## src/rtl/main_control_pkg.sv

```systemverilog
// Shared definitions for the multicycle main control FSM and the ALU control stage:
// state encodings, opcodes, ALUOp classes, datapath select codes and the control bundle.
package main_control_pkg;

  typedef enum logic [3:0] {
    FETCH  = 4'd0,
    DECODE = 4'd1,
    MEMADR = 4'd2,
    MEMRD  = 4'd3,
    MEMWB  = 4'd4,
    MEMWR  = 4'd5,
    EXEC   = 4'd6,
    RWB    = 4'd7,
    BRANCH = 4'd8,
    JUMP   = 4'd9,
    ADDIEX = 4'd10,
    ADDIWB = 4'd11
  } state_t;

  localparam logic [5:0] OP_RTYPE = 6'b000000;
  localparam logic [5:0] OP_LW    = 6'b100011;
  localparam logic [5:0] OP_SW    = 6'b101011;
  localparam logic [5:0] OP_BEQ   = 6'b000100;
  localparam logic [5:0] OP_J     = 6'b000010;
  localparam logic [5:0] OP_ADDI  = 6'b001000;

  localparam logic [1:0] ALUOP_ADD   = 2'b00;
  localparam logic [1:0] ALUOP_SUB   = 2'b01;
  localparam logic [1:0] ALUOP_FUNCT = 2'b10;

  localparam logic [1:0] SRCB_REGB  = 2'b00;
  localparam logic [1:0] SRCB_FOUR  = 2'b01;
  localparam logic [1:0] SRCB_IMM   = 2'b10;
  localparam logic [1:0] SRCB_IMMSH = 2'b11;

  localparam logic [1:0] PCSRC_ALU    = 2'b00;
  localparam logic [1:0] PCSRC_ALUOUT = 2'b01;
  localparam logic [1:0] PCSRC_JUMP   = 2'b10;

  typedef struct packed {
    logic [1:0] aluOp;
    logic       aluSrcA;
    logic [1:0] aluSrcB;
    logic [1:0] pcSource;
    logic       pcWrite;
    logic       pcWriteCond;
    logic       iorD;
    logic       memRead;
    logic       memWrite;
    logic       irWrite;
    logic       memtoReg;
    logic       regDst;
    logic       regWrite;
  } ctrl_t;

  // addi legality depends on the build-time enable; everything else is fixed
  function automatic logic isLegalOp(input logic [5:0] op, input logic enAddi);
    logic legal;
    legal = 1'b0;
    case (op)
      OP_RTYPE, OP_LW, OP_SW, OP_BEQ, OP_J: legal = 1'b1;
      OP_ADDI:                              legal = enAddi;
      default:                              legal = 1'b0;
    endcase
    return legal;
  endfunction

endpackage

```

## src/rtl/main_control_decode.sv

```systemverilog
// Combinational state-to-control decoder for the multicycle main control FSM.
// Unlisted controls stay 0, and unused encodings decode to all-zero.
module main_control_decode
  import main_control_pkg::*;
(
  input  state_t i_state,
  output ctrl_t  o_ctrl
);

  always_comb begin
    o_ctrl = '0;
    case (i_state)
      FETCH: begin
        o_ctrl.memRead  = 1'b1;
        o_ctrl.irWrite  = 1'b1;
        o_ctrl.iorD     = 1'b0;
        o_ctrl.aluSrcA  = 1'b0;
        o_ctrl.aluSrcB  = SRCB_FOUR;
        o_ctrl.aluOp    = ALUOP_ADD;
        o_ctrl.pcSource = PCSRC_ALU;
        o_ctrl.pcWrite  = 1'b1;
      end
      DECODE: begin
        o_ctrl.aluSrcA = 1'b0;
        o_ctrl.aluSrcB = SRCB_IMMSH;
        o_ctrl.aluOp   = ALUOP_ADD;
      end
      MEMADR: begin
        o_ctrl.aluSrcA = 1'b1;
        o_ctrl.aluSrcB = SRCB_IMM;
        o_ctrl.aluOp   = ALUOP_ADD;
      end
      MEMRD: begin
        o_ctrl.memRead = 1'b1;
        o_ctrl.iorD    = 1'b1;
      end
      MEMWB: begin
        o_ctrl.regWrite = 1'b1;
        o_ctrl.memtoReg = 1'b1;
        o_ctrl.regDst   = 1'b0;
      end
      MEMWR: begin
        o_ctrl.memWrite = 1'b1;
        o_ctrl.iorD     = 1'b1;
      end
      EXEC: begin
        o_ctrl.aluSrcA = 1'b1;
        o_ctrl.aluSrcB = SRCB_REGB;
        o_ctrl.aluOp   = ALUOP_FUNCT;
      end
      RWB: begin
        o_ctrl.regWrite = 1'b1;
        o_ctrl.regDst   = 1'b1;
        o_ctrl.memtoReg = 1'b0;
      end
      BRANCH: begin
        o_ctrl.aluSrcA     = 1'b1;
        o_ctrl.aluSrcB     = SRCB_REGB;
        o_ctrl.aluOp       = ALUOP_SUB;
        o_ctrl.pcWriteCond = 1'b1;
        o_ctrl.pcSource    = PCSRC_ALUOUT;
      end
      JUMP: begin
        o_ctrl.pcWrite  = 1'b1;
        o_ctrl.pcSource = PCSRC_JUMP;
      end
      ADDIEX: begin
        o_ctrl.aluSrcA = 1'b1;
        o_ctrl.aluSrcB = SRCB_IMM;
        o_ctrl.aluOp   = ALUOP_ADD;
      end
      ADDIWB: begin
        o_ctrl.regWrite = 1'b1;
        o_ctrl.regDst   = 1'b0;
        o_ctrl.memtoReg = 1'b0;
      end
      default: o_ctrl = '0;
    endcase
  end

endmodule

```

## src/rtl/main_control_fsm.sv

```systemverilog
// Multicycle MIPS main control FSM: state register, opcode latch and next-state logic;
// control outputs come from the state via main_control_decode.
module main_control_fsm
  import main_control_pkg::*;
#(
  parameter bit EN_ADDI = 1'b1
) (
  input  logic       clk,
  input  logic       reset,
  input  logic [5:0] Opcode,
  output logic [1:0] ALUOp,
  output logic       ALUSrcA,
  output logic [1:0] ALUSrcB,
  output logic [1:0] PCSource,
  output logic       PCWrite,
  output logic       PCWriteCond,
  output logic       IorD,
  output logic       MemRead,
  output logic       MemWrite,
  output logic       IRWrite,
  output logic       MemtoReg,
  output logic       RegDst,
  output logic       RegWrite,
  output logic       IllegalOp
);

  state_t     r_state;
  state_t     w_nextState;
  logic [5:0] r_opcode;
  ctrl_t      w_ctrl;
  ctrl_t      w_ctrlGated;
  logic       w_illegal;

  always_ff @(posedge clk or posedge reset) begin
    if (reset) begin
      r_state  <= FETCH;
      r_opcode <= '0;
    end else begin
      r_state <= w_nextState;
      if (r_state == DECODE) begin
        r_opcode <= Opcode;
      end
    end
  end

  // Only DECODE looks at the live Opcode; MEMADR uses the copy latched at that edge
  always_comb begin
    w_nextState = FETCH;
    case (r_state)
      FETCH: w_nextState = DECODE;
      DECODE: begin
        case (Opcode)
          OP_LW, OP_SW: w_nextState = MEMADR;
          OP_RTYPE:     w_nextState = EXEC;
          OP_BEQ:       w_nextState = BRANCH;
          OP_J:         w_nextState = JUMP;
          OP_ADDI:      w_nextState = EN_ADDI ? ADDIEX : FETCH;
          default:      w_nextState = FETCH;
        endcase
      end
      MEMADR:  w_nextState = (r_opcode == OP_SW) ? MEMWR : MEMRD;
      MEMRD:   w_nextState = MEMWB;
      EXEC:    w_nextState = RWB;
      ADDIEX:  w_nextState = ADDIWB;
      default: w_nextState = FETCH;
    endcase
  end

  assign w_illegal = (r_state == DECODE) && !isLegalOp(Opcode, EN_ADDI);

  main_control_decode u_decode (
    .i_state (r_state),
    .o_ctrl  (w_ctrl)
  );

  // Reset forces FETCH, but FETCH strobes must not reach the datapath until release
  assign w_ctrlGated = reset ? '0 : w_ctrl;

  assign ALUOp       = w_ctrlGated.aluOp;
  assign ALUSrcA     = w_ctrlGated.aluSrcA;
  assign ALUSrcB     = w_ctrlGated.aluSrcB;
  assign PCSource    = w_ctrlGated.pcSource;
  assign PCWrite     = w_ctrlGated.pcWrite;
  assign PCWriteCond = w_ctrlGated.pcWriteCond;
  assign IorD        = w_ctrlGated.iorD;
  assign MemRead     = w_ctrlGated.memRead;
  assign MemWrite    = w_ctrlGated.memWrite;
  assign IRWrite     = w_ctrlGated.irWrite;
  assign MemtoReg    = w_ctrlGated.memtoReg;
  assign RegDst      = w_ctrlGated.regDst;
  assign RegWrite    = w_ctrlGated.regWrite;
  assign IllegalOp   = w_illegal && !reset;

endmodule

```

## config.mk

```make
export PLATFORM = sky130hd
export DESIGN_NAME = main_control_fsm
export DESIGN_NICKNAME = d
export VERILOG_FILES = /design/src/rtl/main_control_pkg.sv /design/src/rtl/main_control_decode.sv /design/src/rtl/main_control_fsm.sv
export SDC_FILE = /design/constraint.sdc
export NUM_CORES = 1
export LEC_CHECK = 0
export BUFFER_PORTS_ARGS = -buffer_cell sky130_fd_sc_hd__buf_2
export CORE_UTILIZATION = 48
export CTS_CLUSTER_SIZE = 14
export DETAILED_ROUTE_END_ITERATION = 12
export PLACE_DENSITY = 0.75
export SLEW_MARGIN = 20
export SYNTH_ARGS = -nofsm -noshare
export SYNTH_HDL_FRONTEND = slang
export SYNTH_SLANG_ARGS = --single-unit
```

## constraint.sdc

```tcl
create_clock -name clk -period 1.9 [get_ports clk]
set_input_delay 0.095 -clock clk [delete_from_list [all_inputs] [get_ports clk]]
set_output_delay 0.095 -clock clk [all_outputs]
set_load 0.01 [all_outputs]
```

==> results.py <==
metrics = {
    "run_status": {
        "run_status": "finished, final reports clean",
    },
    "critical_path": {
        "slowest_stage": "dfrtp_1",
        "r2r-start": "r_state[1]",
        "worstSetupEndpointType": "output port",
        "crit_chain": "nor2b_1, nand2_1, nor3_1, buf_2",
        "start_kind": "flip-flop",
        "cpPeakStageDelay_ns": 0.67,
        "cp_max_fo": 14,
        "worstPathRequired_ns": 1.80,
        "path_class": "reg -> out",
        "path_delay_family": "flip-flops",
        "cp-startpoint": "r_state[2]",
        "cp.arrival_ns": 1.65,
        "worst-path-buf-inv": 1,
    },
    "finish": {
        "postLayoutCoreUtil": 0.6740,
        "diodes": 0,
        "area_delta_synth_final_pct": 23.49,
        "finalNonFillerCells": 128,
        "fin_nets": 122,
        "layout-drive-gt1-share": 0.3009,
        "fill_cells": 121,
    },
    "yosys": {
        "yosysSeqAreaShare": 0.3356,
        "synth_top_cell_area_share": 0.3356,
        "synth_edf_count": 0,
        "yosysUniqueCellTypes": 34,
        "synthFlopType": "dfrtp_1",
        "synth_seq_cells": 10,
        "yosysWarningCount": 0,
        "synth_top_area_cell": "dfrtp_1",
        "synth_most_common_cell": "nor2_1",
        "async_flop_share": 1.000,
        "syn_area_um2": 745.7,
        "synth_common_cells": "11 x nor2_1, 10 x dfrtp_1, 6 x mux2_1, 6 x nand2_1, 6 x nor3_1",
        "synth_area_leaders": "dfrtp_1 34%, mux2_1 9.1%, nor2_1 5.5%",
        "syn_inst": 87,
        "synth.avg_cell_area_um2": 8.571,
        "syn_nets": 95,
    },
    "route": {
        "wl_per_cell_um": 13.77,
        "firstDrtPassIters": 4,
        "wirelength_um": 1762,
        "postRouteAntennaNets": 0,
        "drc_errors": 0,
        "num_vias": 763,
        "via_per_inst": 5.961,
        "dr.first_iter.drc_count": 38,
    },
    "clock_tree": {
        "worst_skew_pair.late_latency_ns": 0.26,
        "root_buffer": "clkbuf_4",
        "tritoncts": "yes",
        "clock-sinks": 10,
        "cts-htree-levels": 1,
        "clkTransAtPathRegs_ns": 0.07,
        "postCtsSetupBuffers": 0,
        "cts_buffers": 3,
        "cts_buffer_depth": 2,
        "cts.repair.resized": 0,
    },
    "power_and_ir_drop": {
        "power_leakage_nw": 0.4291,
        "switchingPower_w": 0.0004040,
        "swShare": 0.3929,
        "ir_drop_v": 0.0007518,
        "p_seq_frac": 0.356,
        "power.internal_w": 0.0006244,
        "finalPower_w": 0.001028,
        "p_per_area_nw_per_um2": 1117,
        "pwr-share-comb": 0.455,
        "pwr-share-clk": 0.189,
    },
    "placement": {
        "portBuffers": 24,
        "hpwl_um": 1313,
        "gp_congestion": 0.7878,
        "dp.cells": 123,
        "pre_cts_ws_ns": 0.3786,
    },
    "timing": {
        "finalHoldViolations": 0,
        "slew_headroom": 0.6584,
        "fin_crit_ns": 1.744,
        "rsz0062_at_grt": "no",
        "tns_ns": 0,
        "maxSlewViolCount": 0,
        "final-setup-viol-count": 0,
        "max_freq_ghz": 0.5733,
        "finalCritPeriodShare": 0.9181,
        "worst_slack_ns": 0.1557,
        "clock_skew_ns": 0.003547,
        "worst_slew_pin_slew_ns": 0.5124,
    },
    "floorplan": {
        "die_w_um": 41.42,
        "core.rowCount": 13,
        "initial_core_util": 0.5458,
        "boundaryPins": 25,
        "die_h_um": 41.42,
        "core_um2": 1366,
        "dieArea_um2": 1715,
    },
    "job": {
        "maxCapViolations": 0,
    },
    "grt": {
        "grt_max_degree": 18,
        "antenna_found_initial": 0,
        "global_route.overflow_total": 0,
        "grt_pass1_vias": 651,
        "track_usage": 0.2168,
        "grt_pass1_wl_um": 2939,
    },
    "min_path": {
        "min_path_type": "in -> reg",
        "worstHoldStart": "Opcode[5]",
    },
}
==> area by class of cell <==
cell class | instances | area [µm²] | area share
multi-input cells | 68 | 451.7 | 0.4905
flip-flops and latches | 10 | 250.2 | 0.2717
repair buffers | 28 | 152.6 | 0.1658
clock buffers | 4 | 36.28 | 0.03940
well taps | 15 | 18.77 | 0.02038
inverters | 3 | 11.26 | 0.01223
==> power by group through the flow <==
stage               combinational [W]  sequential, W  clock (W)
finish                       0.000468       0.000366   0.000194
global route                 0.000522       0.000377   0.000208
CTS                          0.000474       0.000363   0.000196
detailed placement           0.000469       0.000367          0
global placement             0.000456       0.000361          0
floorplan                    0.000361       0.000333          0
==> worst register-to-register path, cell delays in order (launching register included) <==
cell,delay [ns]
dfrtp_1,0.47
nand2b_2,0.28
nor3_4,0.30
mux2_1,0.36
==> state kept, by name, summed over array words and instances, names as in the netlist <==
signal / cells
r_state: 4
r_opcode: 6
==> repair_timing <==
action	CTS	global route
endpoints found under the setup margin	0	0
hold buffers	1	0
hold endpoints to repair	10	0
==> layer usage <==
metal / track usage / vias to the layer above / share of wire
met5: 0 / - / 0
met4: 0.07097 / 0 / 0.016
met3: 0.04783 / 6 / 0.086
met2: 0.3156 / 41 / 0.45
met1: 0.3168 / 349 / 0.44
li1: - / 367 / -
==> final timing paths <==
| kind | endpoint | slack (ns) | depth (start not counted) |
|---|---|---|---|
| worst max-delay path | MemtoReg | 0.16 | 4 |
| max in group asynchronous | r_state[3] | 1.32 | 4 |
| worst min register to register | r_opcode[0] | 0.49 | 1 |
| worst max register to register | r_opcode[4] | 0.37 | 3 |
| worst min-delay path | r_opcode[5] | 0.1 | 2 |
| min in group asynchronous | r_state[0] | 0.43 | 4 |
==> cell usage in the layout (no fill, tap or decap), types with 2 or more instances in the layout <==
cell / synthesis / routed
and3_1: 2 / 2
buf_2: 5 / 24
buf_4: 1 / 3
clkbuf_4: 0 / 3
dfrtp_1: 10 / 10
inv_1: 2 / 2
mux2_1: 6 / 6
nand2_1: 6 / 6
nand4b_1: 2 / 2
nor2_1: 11 / 11
nor2b_1: 3 / 3
nor3_1: 6 / 6
nor3b_1: 3 / 3
nor4b_1: 3 / 3
o21ai_0: 3 / 3
o21ai_1: 2 / 2
xnor2_1: 4 / 4
==> metrics by stage <==
step	area (µm²)	hold WS, ns
finish	920.9	0.09674
global placement	874.6	0.1623
detailed placement	874.6	0.1591
floorplan	745.7	-0.04879
global route	920.9	0.09848
CTS	920.9	0.09515
==> logic make-up after synthesis <==
| kind of cell | after synthesis | synth area share |
|---|---|---|
| compound gates | 13 | 0.1141 |
| xor+xnor | 5 | 0.05872 |
| buf+inv | 9 | 0.05872 |
| flops | 10 | 0.3356 |
| mux | 6 | 0.09060 |
| simple gates | 44 | 0.3423 |
(Power assumes the default switching activity.)
